--- config.mk ---
export PLATFORM = sky130hd
export DESIGN_NAME = infrarojo_scan
export DESIGN_NICKNAME = d
export VERILOG_FILES = /design/src/rtl/infrarojo_scan.sv
export SDC_FILE = /design/constraint.sdc
export NUM_CORES = 1
export LEC_CHECK = 0
export CAP_MARGIN = 20
export CORE_ASPECT_RATIO = 0.8
export CORE_MARGIN = 2
export CORE_UTILIZATION = 50
export CTS_BUF_LIST = sky130_fd_sc_hd__clkbuf_8
export CTS_CLUSTER_DIAMETER = 30
export CTS_CLUSTER_SIZE = 14
export DETAILED_ROUTE_END_ITERATION = 8
export GPL_ROUTABILITY_DRIVEN = 0
export GPL_TIMING_DRIVEN = 0
export PLACE_DENSITY = 0.71
export SYNTH_ARGS = -nofsm -noshare
export SYNTH_HDL_FRONTEND = slang
export SYNTH_SLANG_ARGS = --single-unit
--- constraint.sdc ---
create_clock -name clk -period 3.2 [get_ports clk]
set_clock_uncertainty 0.2 [all_clocks]
set_input_delay 0.48 -clock clk [delete_from_list [all_inputs] [get_ports clk]]
set_output_delay 0.48 -clock clk [all_outputs]
set_load 0.005 [all_outputs]
--- src/rtl/infrarojo_scan.sv ---
// Time-multiplexed IR line-sensor scanner: steps the analog mux, lets it settle,
// majority-filters SAMPLES reads per channel and publishes an atomic snapshot.

module infrarojo_sync #(
  parameter int STAGES = 2
) (
  input  logic clk,
  input  logic rst_n,
  input  logic d,
  output logic q
);
  logic [STAGES-1:0] ff;

  always_ff @(posedge clk) begin
    if (!rst_n) ff <= '0;
    else        ff <= {ff[STAGES-2:0], d};
  end

  assign q = ff[STAGES-1];
endmodule

module infrarojo_scan #(
  parameter int N_CH    = 4,
  parameter int SETTLE  = 100,
  parameter int SAMPLES = 4,
  parameter int SEL_W   = $clog2(N_CH)
) (
  input  logic             clk,
  input  logic             rst_n,
  input  logic             enable,
  input  logic             ising,
  output logic [SEL_W-1:0] sel,
  output logic [N_CH-1:0]  sensors,
  output logic             valid,
  output logic             scan_done,
  output logic             busy
);
  localparam int CNT_MAX = (SETTLE > SAMPLES) ? SETTLE : SAMPLES;
  localparam int CNT_W   = $clog2(CNT_MAX + 1);
  localparam int ONES_W  = $clog2(SAMPLES + 1);

  localparam logic [CNT_W-1:0]  SETTLE_LAST = CNT_W'(SETTLE - 1);
  localparam logic [CNT_W-1:0]  SAMPLE_LAST = CNT_W'(SAMPLES - 1);
  localparam logic [ONES_W-1:0] HALF        = ONES_W'(SAMPLES / 2);
  localparam logic [SEL_W-1:0]  LAST_CH     = SEL_W'(N_CH - 1);

  typedef enum logic [1:0] {S_IDLE, S_SETTLE, S_SAMPLE, S_STORE} state_t;

  state_t              state;
  logic [CNT_W-1:0]    cnt;
  logic [ONES_W-1:0]   ones;
  logic [N_CH-1:0]     shadow;
  logic [N_CH-1:0]     shadow_nxt;
  logic                ising_s;
  logic                ch_bit;

  infrarojo_sync #(.STAGES(2)) u_sync (
    .clk   (clk),
    .rst_n (rst_n),
    .d     (ising),
    .q     (ising_s)
  );

  // Strict majority: a tie counts as dark.
  assign ch_bit = (ones > HALF);

  // Shadow with the current channel's decision merged in, so the last channel
  // can be published in the same edge it is decided.
  for (genvar i = 0; i < N_CH; i++) begin : g_ch
    assign shadow_nxt[i] = (sel == SEL_W'(i)) ? ch_bit : shadow[i];
  end

  assign busy = (state != S_IDLE);

  always_ff @(posedge clk) begin
    if (!rst_n) begin
      state     <= S_IDLE;
      sel       <= '0;
      cnt       <= '0;
      ones      <= '0;
      shadow    <= '0;
      sensors   <= '0;
      valid     <= 1'b0;
      scan_done <= 1'b0;
    end else begin
      scan_done <= 1'b0;
      case (state)
        S_IDLE: begin
          sel <= '0;
          if (enable) begin
            state <= S_SETTLE;
            cnt   <= '0;
            ones  <= '0;
          end
        end
        S_SETTLE: begin
          if (cnt == SETTLE_LAST) begin
            cnt   <= '0;
            state <= S_SAMPLE;
          end else begin
            cnt <= cnt + CNT_W'(1);
          end
        end
        S_SAMPLE: begin
          ones <= ones + ONES_W'(ising_s);
          if (cnt == SAMPLE_LAST) state <= S_STORE;
          else                    cnt   <= cnt + CNT_W'(1);
        end
        S_STORE: begin
          shadow <= shadow_nxt;
          cnt    <= '0;
          ones   <= '0;
          if (sel == LAST_CH) begin
            sensors   <= shadow_nxt;
            scan_done <= 1'b1;
            valid     <= 1'b1;
            sel       <= '0;
            state     <= enable ? S_SETTLE : S_IDLE;
          end else begin
            sel   <= sel + SEL_W'(1);
            state <= S_SETTLE;
          end
        end
        default: state <= S_IDLE;
      endcase
    end
  end
endmodule

== Word level (Yosys, flattened, before mapping) ==
Index checks and enable logic that the tools add are counted.
Word-level totals
  output and inout port bits: 9
  input port bits: 4
  bits in registers: 26
  word-level logic and storage cells: 54
Cells by class
  mux-type cells: 19
  equality and inequality tests: 12
  $add $sub $neg: 3
  reductions and logical operators: 10
  order comparisons: 1
Operator list (number)
  $pmux 7 s4: 1
  $mux 7: 3
  $pmux 3 s3: 1
  $eq 2x2->1 const B: 4
  $mux 2: 4
  $ne 2x2->1 const B: 4
  $pmux 2 s4: 1
  $reduce_and 2->1: 4
  $add 7x1->7 const B: 1
  $eq 7x2->1 const B: 1
  $eq 7x7->1 const B: 1
  $mux 1: 7
  $eq 2x1->1 const B: 2
  $logic_not 2->1: 2
  $pmux 2 s2: 1
  $reduce_bool 2->1: 2
  $add 3x1->3: 1
  $gt 3x2->1 const B: 1
  $mux 3: 1
  $reduce_and 3->1: 1
  $reduce_bool 3->1: 1
  $add 2x1->2 const B: 1

== Depth between registers and ports, before layout ==
Gate-level depths: netlist (run 1).
  word-level depth: 3
  gate-level depth with buffers: 7
  gate-level depth less buffers: 6

== Modules after synthesis ==
A second synthesis (run 1) with hierarchy kept.
Unflattened totals
  cells, all modules: 147
  area total of the unflattened synthesis: 1281.2 µm²
By module, submodules not included
  infrarojo_scan: area each 1228.7 µm², cells an instance 143, times used 1, sequential area each 460.4 µm²
  infrarojo_sync: area each 52.6 µm², cells an instance 4, times used 1, sequential area each 40.0 µm²

== Least setup slack after synthesis (run 1) ==
Ideal clock, no wire load.
  path type: reg-to-reg
  start point: register state[0]
  end point: register cnt[2]
  path buffers: 1
  path slack: 1.422 ns
  library setup time: 0.070 ns
  arrival: 1.508 ns
  data required time: 2.930 ns
  clock period less this slack: 1.778 ns
  stages on the path, launching flop included: 8
  cells stage by stage: dfxtp_1 > inv_1 > ha_1 > nor2b_1 > clkbuf_1 > o31ai_1 > a211oi_1 > a21boi_1
Between the ends
  longest elaborated chain between the ends: 3
  elaborated cells between the ends (all ways): 8
  classes of those cells: 5 x eq/ne; 1 x mux; 2 x reduce/logical
RTL lines
  from (decl): line 49  | state_t state;
  from (signal assigned): line 118  | state <= enable ? S_SETTLE : S_IDLE;
  $eq 2x2->1 or $logic_not 2->1 (tied branches): line 87  | case (state)
  $ne 2x2->1 (no source line)
  $reduce_and 2->1 (no source line)
  to (signal assigned): line 101  | cnt <= cnt + CNT_W'(1);
  to (signal assigned): line 107  | else cnt <= cnt + CNT_W'(1);
  to (decl): line 50  | logic [CNT_W-1:0] cnt;
Several ways; a longest one is shown, not always the timed one.
A chain may end at the register's enable or synchronous reset.

== Worst setup path in the final report (run 1) ==
  start point: register state[1]
  end point: output busy
Between the ends
  longest elaborated chain between the ends: 1
RTL lines
  $reduce_bool 2->1: line 73  | assign busy = (state != S_IDLE);
  to (decl): line 36  | output logic busy
No other way between the ends.

==> results of run 1 <==
[synth_stat cells (3+ instances only)]
master / count
and2_1: 4
nand2_1: 8
a21oi_1: 17
a311oi_1: 4
dfxtp_1: 25
inv_1: 7
o21ai_0: 3
nand2b_1: 3
ha_1: 12
nand3_1: 5
a211oi_1: 4
clkbuf_1: 4
nor2_1: 18
[metal layers]
layer / up-vias / wire length [microns]
met3: 4 / 109
li1: 573 / -
met2: 18 / 1220
met1: 534 / 1400
met4: 0 / 41
met5: - / 0
[area by class of cell]
class	count	area [sq um]	share of cell area, %
flip-flops and latches	25	500	32.3
plain buffers	8	52.6	3.40
repair buffers	12	120	7.76
well taps	36	45.0	2.91
multi-input cells	109	757	48.9
clock inverters	1	5.00	0.323
inverters	7	26.3	1.70
clock buffers	3	41.3	2.67
[flip-flops by register name (all words and copies together), names as in the netlist]
name / cells
cnt: 7
ones: 3
scan_done: 1
sel: 2
sensors: 4
shadow: 3
state: 2
u_sync.ff: 2
valid: 1
[worst paths after layout]
kind | start | endpoint | slack, ns | cells after the start
min | u_sync.ff[0] | u_sync.ff[1] | 0.25 | 1
max | state[1] | busy | 0.93 | 4
min reg2reg | u_sync.ff[0] | u_sync.ff[1] | 0.25 | 1
max reg2reg | state[0] | cnt[2] | 1.04 | 7
[where the power goes]
group	internal, mW	total, mW	switching (mW)	leakage (nW)
registers	0.330	0.349	0.0187	0.202
logic	0.138	0.345	0.207	0.340
clock network	0.0873	0.189	0.102	0.0255
total	0.555	0.883	0.328	0.568
[through the flow]
stage | setup WS [ns] | cells | power (mW) | area [sq um]
floorplan | 1.42 | 149 | 0.606 | 1340
global placement | 0.897 | 197 | 0.689 | 1500
detailed placement | 0.810 | 197 | 0.697 | 1500
CTS | 0.921 | 201 | 0.891 | 1550
global route | 0.802 | 201 | 0.949 | 1550
finish | 0.925 | 201 | 0.883 | 1550
[cell usage in the layout, fill, tap and decap left out, drive strengths merged, types with 3 or more instances in the layout]
cell / n
a21oi: 17
nand2: 8
nand2b: 3
nor2: 18
clkbuf: 7
and2: 4
a211oi: 5
inv: 7
ha: 12
a311oi: 4
clkdlybuf4s50: 12
buf: 4
o21ai: 3
nand3: 5
dfxtp: 25
[worst reg2reg max path, stage by stage (launching register included)]
cell and delay, ns:
dfxtp_1 0.33, inv_1 0.15, ha_1 0.21, nor2b_1 0.13, clkbuf_1 0.35, o31ai_1 0.15
a211oi_1 0.35, a21boi_1 0.22
[cells by family (layout without fill, tap and decap cells)]
family	Yosys count	in the layout
XOR/XNOR	2	2
AND/OR/NAND/NOR	53	53
adder cells (fa/ha/maj)	12	12
flip-flops	25	25
AO/OA/AOI/OAI	42	42
buffers and inverters	15	31
==> impl_metrics.json, run 1 <==
{
  "grt_pass1_wl_microns": 4700,
  "fin_util_pct": 61.9,
  "drive_gt1_share_pct": 8.48,
  "die_x_microns": 61.8,
  "period_share_pct": 71.1,
  "wl_per_cell_microns": 13.8,
  "num_io_pins": 13,
  "power_density_nw_per_um2": 570,
  "syn_avg_cell_area_sq_um": 8.97,
  "worst_path_most_repeated_cell": "inv_1",
  "syn-cell-area_sq_um": 1340,
  "via_per_inst": 5.62,
  "synthXorXnorAreaFrac_pct": 1.31,
  "whs_ns": 0.253,
  "clock_latency_ns": 0.27,
  "met2_usage_pct": 30.9,
  "synthFlopType": "dfxtp_1",
  "die_y_microns": 50.2,
  "start_util_pct": 53.4,
  "ys_warn_count": 0,
  "fp-row-count": 16,
  "synth_cells": 149,
  "hold_viol": 0,
  "drt-pass1-iter-count": 5,
  "busiest_layer": "met2",
  "hold_path.class": "reg -> reg",
  "die_area_sq_um": 3100,
  "grt_max_degree": 15,
  "leakagePower_nw": 0.568,
  "syn_to_final_growth_pct": 15.8,
  "max_cap_violations": 0,
  "critical_path_class": "reg -> out",
  "required_ns": 2.52,
  "synth_nets": 165,
  "fill_cells": 217,
  "dpl.hpwl_microns": 2030,
  "finalSetupViolCount": 0,
  "cts_max_level": 1,
  "status": "finished clean",
  "drtIter0Drc": 28,
  "endpoint_kind": "output pin",
  "synth-adder-area-share_pct": 11.2,
  "dr_total_vias": 1129,
  "yosysSeqAreaShare_pct": 37.5,
  "synth-seq-cells": 25,
  "core_area_sq_um": 2500,
  "drc": 0,
  "tightest_slew_ns": 0.543,
  "critPathLaunchType": "flop",
  "cts_root_buffer": "clkbuf_8",
  "grt_pass1_vias": 1027,
  "use_met1_pct": 27.4,
  "fmax_ghz": 0.440,
  "grt_use_met3_pct": 6.70,
  "max_stage_delay_ns": 0.49,
  "synth_compound_area_share_pct": 22.1,
  "worstPathCellList": "inv_1 -> ha_1 -> inv_1 -> clkdlybuf4s50_1",
  "finalSetupTns_ns": 0,
  "final_antenna_net_count": 0,
  "ys_types": 38,
  "cts_resized": 0,
  "drt-total-wl_microns": 2770,
  "numCtsBuffers": 3,
  "cp_num_buf_inv": 3,
  "ir_drop_mv": 0.360,
  "tritoncts": "done",
  "synth_top_family_by_area": "compound AO/OA/AOI/OAI gates",
  "synth_top_area_share_pct": 37.5,
  "crit_fanout": 5,
  "synthTopCellsByArea": "dfxtp_1, ha_1, a21oi_1",
  "post_cts_buffers": 0,
  "antennaDiodeCount": 0,
  "grt_use_total_pct": 20.3,
  "rsz0062_at_grt": "false",
  "fin_crit_ns": 2.27,
  "synth_edf_count": 0,
  "synth.area.mux_share_pct": 0,
  "nNetsFinal": 182,
  "worst_path_dominant_cell_family": "buffers and inverters",
  "cp_slowest_cell": "clkdlybuf4s50_1",
  "clk_pin_slew_ns": 0.09,
  "slew_headroom_pct": 63.8,
  "slew_violations": 0,
  "antenna_found_initial": 0,
  "io_buffer_count": 12,
  "cts_hold_buf": 0,
  "cts_buffer_depth": 2,
  "arrival_ns": 1.59,
  "async_reset_ff_share_pct": 0,
  "synth_top_area_cell": "dfxtp_1",
  "synthSimpleGateAreaFrac_pct": 22.0,
  "clock-sinks": 25,
  "grt_overflow": 0
}
(Power assumes the default switching activity.)
==> run 2, diff against run 1 <==
- clock period: 3.2 -> 2.37 ns (I/O delays scaled with it)
==> impl_metrics.json, run 2 (synthesis gave the netlist of run 1 again) <==
{
  "placed_area_sq_um": 1500,
  "num_io_pins": 13,
  "cp_slowest_cell": "clkdlybuf4s50_1",
  "dp.cells": 197,
  "grt_pass1_wl_microns": 4700,
  "critical_path_class": "reg -> out",
  "holdPathEnd": "u_sync.ff[1]",
  "period_share_pct": 90.7,
  "leakagePower_nw": 0.571,
  "cts_max_level": 1,
  "finalSetupViolCount": 0,
  "clock-sinks": 25,
  "fmax_ghz": 0.465,
  "instances_no_fill": 201,
  "cp_num_buf_inv": 3,
  "tightest_slew_ns": 0.542,
  "hold_viol": 0,
  "dr_total_vias": 1128,
  "drtIter0Drc": 28,
  "wl_per_cell_microns": 13.8,
  "setup_slack_ns": 0.220,
  "crit_fanout": 5,
  "numCtsBuffers": 3,
  "power_density_nw_per_um2": 770,
  "place_ws_ns": 0.105,
  "regToRegEndpoint": "cnt[3]",
  "dpl.hpwl_microns": 2030,
  "antenna_found_initial": 0,
  "status": "finished clean",
  "clk_pin_slew_ns": 0.09,
  "largestRegisters": "cnt: 7 flops, sensors: 4 flops",
  "critPathLaunchType": "flop",
  "die_x_microns": 61.8,
  "antennaDiodeCount": 0,
  "fp-row-count": 16,
  "final_antenna_net_count": 0,
  "drive_gt1_share_pct": 9.09,
  "core_area_sq_um": 2500,
  "r2r_start": "state[1]",
  "slew_headroom_pct": 63.9,
  "start_util_pct": 53.4,
  "fin_crit_ns": 2.15,
  "finalSetupTns_ns": 0,
  "slew_violations": 0,
  "max_flop_register": "cnt",
  "cts_hold_buf": 0,
  "die_area_sq_um": 3100,
  "max_cap_violations": 0,
  "final_cell_mix": "dfxtp_1, nor2_1, a21oi_1, ha_1, clkdlybuf4s50_1",
  "worst_path_most_repeated_cell": "inv_1",
  "clock_latency_ns": 0.27,
  "die_y_microns": 50.2,
  "tritoncts": "done",
  "grt_pass1_vias": 1027,
  "grt_max_degree": 15,
  "worst_path_dominant_cell_family": "buffers and inverters",
  "worstPathCellList": "inv_1 -> ha_1 -> inv_1 -> clkdlybuf4s50_1",
  "cts_buffer_depth": 2,
  "final_common_cell": "dfxtp_1",
  "grt_use_total_pct": 20.3,
  "ir_drop_mv": 0.487,
  "largest_reg_flops": 7,
  "required_ns": 1.81,
  "final_area_sq_um": 1550,
  "grt_overflow": 0,
  "rsz0062_at_grt": "false",
  "drc": 0,
  "reg2regPathDepth": 7,
  "reg2reg_slack_ns": 0.31,
  "fill_cells": 216,
  "syn_to_final_growth_pct": 15.9,
  "hp-start": "u_sync.ff[0]",
  "endpoint_kind": "output pin",
  "via_per_inst": 5.61,
  "arrival_ns": 1.59,
  "drt-pass1-iter-count": 5,
  "nNetsFinal": 182,
  "hold_path.class": "reg -> reg",
  "io_buffer_count": 12,
  "drt-total-wl_microns": 2770,
  "max_stage_delay_ns": 0.49,
  "holdPathStages": 1,
  "cts_root_buffer": "clkbuf_8"
}
==> run 2: cell types whose count changed in the layout (fill, tap and decap cells not counted) <==
cell and change:
clkbuf_1 -1, clkbuf_2 +1
==> run 2: report_power, final <==
group | switching (mW) | internal [mW]
combinational | 0.279 | 0.188
clock | 0.137 | 0.118
sequential | 0.0253 | 0.445
==> run 2: final cells by class <==
cell class                 count  area, sq um  area share [%]
multi-input combinational    109          757            48.9
sequential                    25          500            32.3
timing repair buffer          12          120            7.75
buffer                         8         53.8            3.47
tap                           36         45.0            2.91
clock buffer                   3         41.3            2.67
inverter                       7         26.3            1.70
clock inverter                 1         5.00           0.323
==> run 2: how the worst max path moves through the flow <==
stage / startpoint / depth (start not counted) / endpoint
global route: state[1] / 4 / busy
floorplan: state[0] / 7 / cnt[2]
CTS: state[0] / 7 / cnt[2]
detailed placement: enable / 6 / cnt[2]
finish: state[1] / 4 / busy
global placement: enable / 6 / cnt[2]
==> run 2: stage by stage <==
step                power [mW]  hold slack [ns]  util, %
CTS                       1.20            0.254     61.9
global placement         0.930            0.226     60.0
detailed placement       0.941            0.222     60.0
finish                    1.19            0.253     61.9
floorplan                0.819            0.212        -
global route              1.28            0.266     61.9
==> run 2: metal layers <==
| metal | vias to the layer above | share of wire, % | track usage, % |
|---|---|---|---|
| met5 | - | 0 | 0 |
| met4 | 0 | 1.5 | 5.32 |
| met3 | 4 | 3.9 | 6.70 |
| met2 | 18 | 44 | 30.9 |
| met1 | 533 | 50 | 27.4 |
| li1 | 573 | - | - |
==> run 2: timing repair <==
action                     4_1_cts  5_1_grt
buffers inserted                 0        0
resized for setup                0        2
setup endpoints to repair        0        1
==> run 3, diff against run 2 <==
- PLACE_DENSITY: 0.71 -> 0.7
==> impl_metrics.json, run 3 (synthesis gave the netlist of run 1 again) <==
{
  "critical_path_class": "reg -> out",
  "worst_path_dominant_cell_family": "buffers and inverters",
  "fp-row-count": 16,
  "drt-pass1-iter-count": 4,
  "status": "finished clean",
  "grt_overflow": 0,
  "r2r_start": "state[1]",
  "drtIter0Drc": 56,
  "power_density_nw_per_um2": 772,
  "start_util_pct": 53.4,
  "required_ns": 1.81,
  "dr_total_vias": 1147,
  "holdPathStages": 1,
  "die_area_sq_um": 3100,
  "max_cap_violations": 0,
  "largestRegisters": "cnt: 7 flops, sensors: 4 flops",
  "antennaDiodeCount": 0,
  "leakagePower_nw": 0.571,
  "dpl.hpwl_microns": 2060,
  "finalSetupTns_ns": 0,
  "die_x_microns": 61.8,
  "grt_use_total_pct": 20.1,
  "hold_path.class": "reg -> reg",
  "fmax_ghz": 0.464,
  "period_share_pct": 90.8,
  "drc": 0,
  "core_area_sq_um": 2500,
  "tightest_slew_ns": 0.583,
  "max_stage_delay_ns": 0.49,
  "ir_drop_mv": 0.449,
  "finalSetupViolCount": 0,
  "cts_max_level": 1,
  "slew_violations": 0,
  "whs_ns": 0.245,
  "io_buffer_count": 12,
  "final_common_cell": "dfxtp_1",
  "slew_headroom_pct": 61.1,
  "grt_max_degree": 15,
  "worst_path_most_repeated_cell": "inv_1",
  "clock_latency_ns": 0.27,
  "nNetsFinal": 182,
  "reg2reg_slack_ns": 0.29,
  "cp_num_buf_inv": 3,
  "fin_util_pct": 61.9,
  "die_y_microns": 50.2,
  "cts_hold_buf": 0,
  "grt_pass1_vias": 993,
  "grt_pass1_wl_microns": 4660,
  "holdPathEnd": "u_sync.ff[1]",
  "final_antenna_net_count": 0,
  "tritoncts": "done",
  "endpoint_kind": "output pin",
  "cts_root_buffer": "clkbuf_8",
  "drive_gt1_share_pct": 9.09,
  "syn_to_final_growth_pct": 15.9,
  "place_ws_ns": 0.0867,
  "num_io_pins": 13,
  "setup_slack_ns": 0.217,
  "wl_per_cell_microns": 13.5,
  "numCtsBuffers": 3,
  "regToRegEndpoint": "cnt[3]",
  "rsz0062_at_grt": "false",
  "antenna_found_initial": 0,
  "final_cell_mix": "dfxtp_1, nor2_1, a21oi_1, ha_1, clkdlybuf4s50_1",
  "crit_fanout": 5,
  "fin_crit_ns": 2.15,
  "hp-start": "u_sync.ff[0]",
  "arrival_ns": 1.60,
  "via_per_inst": 5.71,
  "reg2regPathDepth": 7,
  "critPathLaunchType": "flop",
  "hold_viol": 0,
  "largest_reg_flops": 7,
  "drt-total-wl_microns": 2720,
  "worstPathCellList": "inv_1 -> ha_1 -> inv_1 -> clkdlybuf4s50_1",
  "cp_slowest_cell": "clkdlybuf4s50_1",
  "cts_buffer_depth": 2,
  "clock-sinks": 25,
  "max_flop_register": "cnt",
  "clk_pin_slew_ns": 0.09
}
[run 3: through the flow]
step                area (sq um)  cells  power (mW)
floorplan                   1340    149       0.819
global route                1550    201        1.28
finish                      1550    201        1.20
CTS                         1550    201        1.20
global placement            1500    197       0.930
detailed placement          1500    197       0.950
[run 3: metal layers]
metal | GRT usage [%] | up-vias | wire, microns
met4 | 1.06 | 0 | 7
met5 | 0 | - | 0
met3 | 5.41 | 2 | 97
met1 | 28.7 | 557 | 1370
li1 | - | 573 | -
met2 | 31.8 | 15 | 1240
[run 3: area by class of cell]
type                    count  area (sq um)
inverters                   7          26.3
clock buffers               3          41.3
fillers                   228           953
multi-input cells         109           757
plain buffers               8          53.8
flip-flops and latches     25           500
repair buffers             12           120
clock inverters             1          5.00
well taps                  36          45.0
[run 3: how the worst max path moves through the flow]
| stage | start | endpoint | cells past startpoint |
|---|---|---|---|
| 2_1_floorplan | state[0] | cnt[2] | 7 |
| 3_3_place_gp | enable | cnt[2] | 6 |
| 3_5_place_dp | enable | cnt[2] | 6 |
| 4_1_cts | state[0] | cnt[2] | 7 |
| 5_1_grt | state[1] | cnt[3] | 7 |
| 6_report | state[1] | busy | 4 |
[run 3: timing repair]
action | 4_1_cts | 5_1_grt
setup endpoints to repair | 0 | 3
resized for setup | 0 | 2
setup buffers | 0 | 0
[run 3: power breakdown]
part | switching (mW) | internal [mW] | leakage (nW)
combinational | 0.286 | 0.188 | 0.343
clock | 0.133 | 0.118 | 0.0255
sequential | 0.0255 | 0.445 | 0.202
total | 0.445 | 0.751 | 0.571
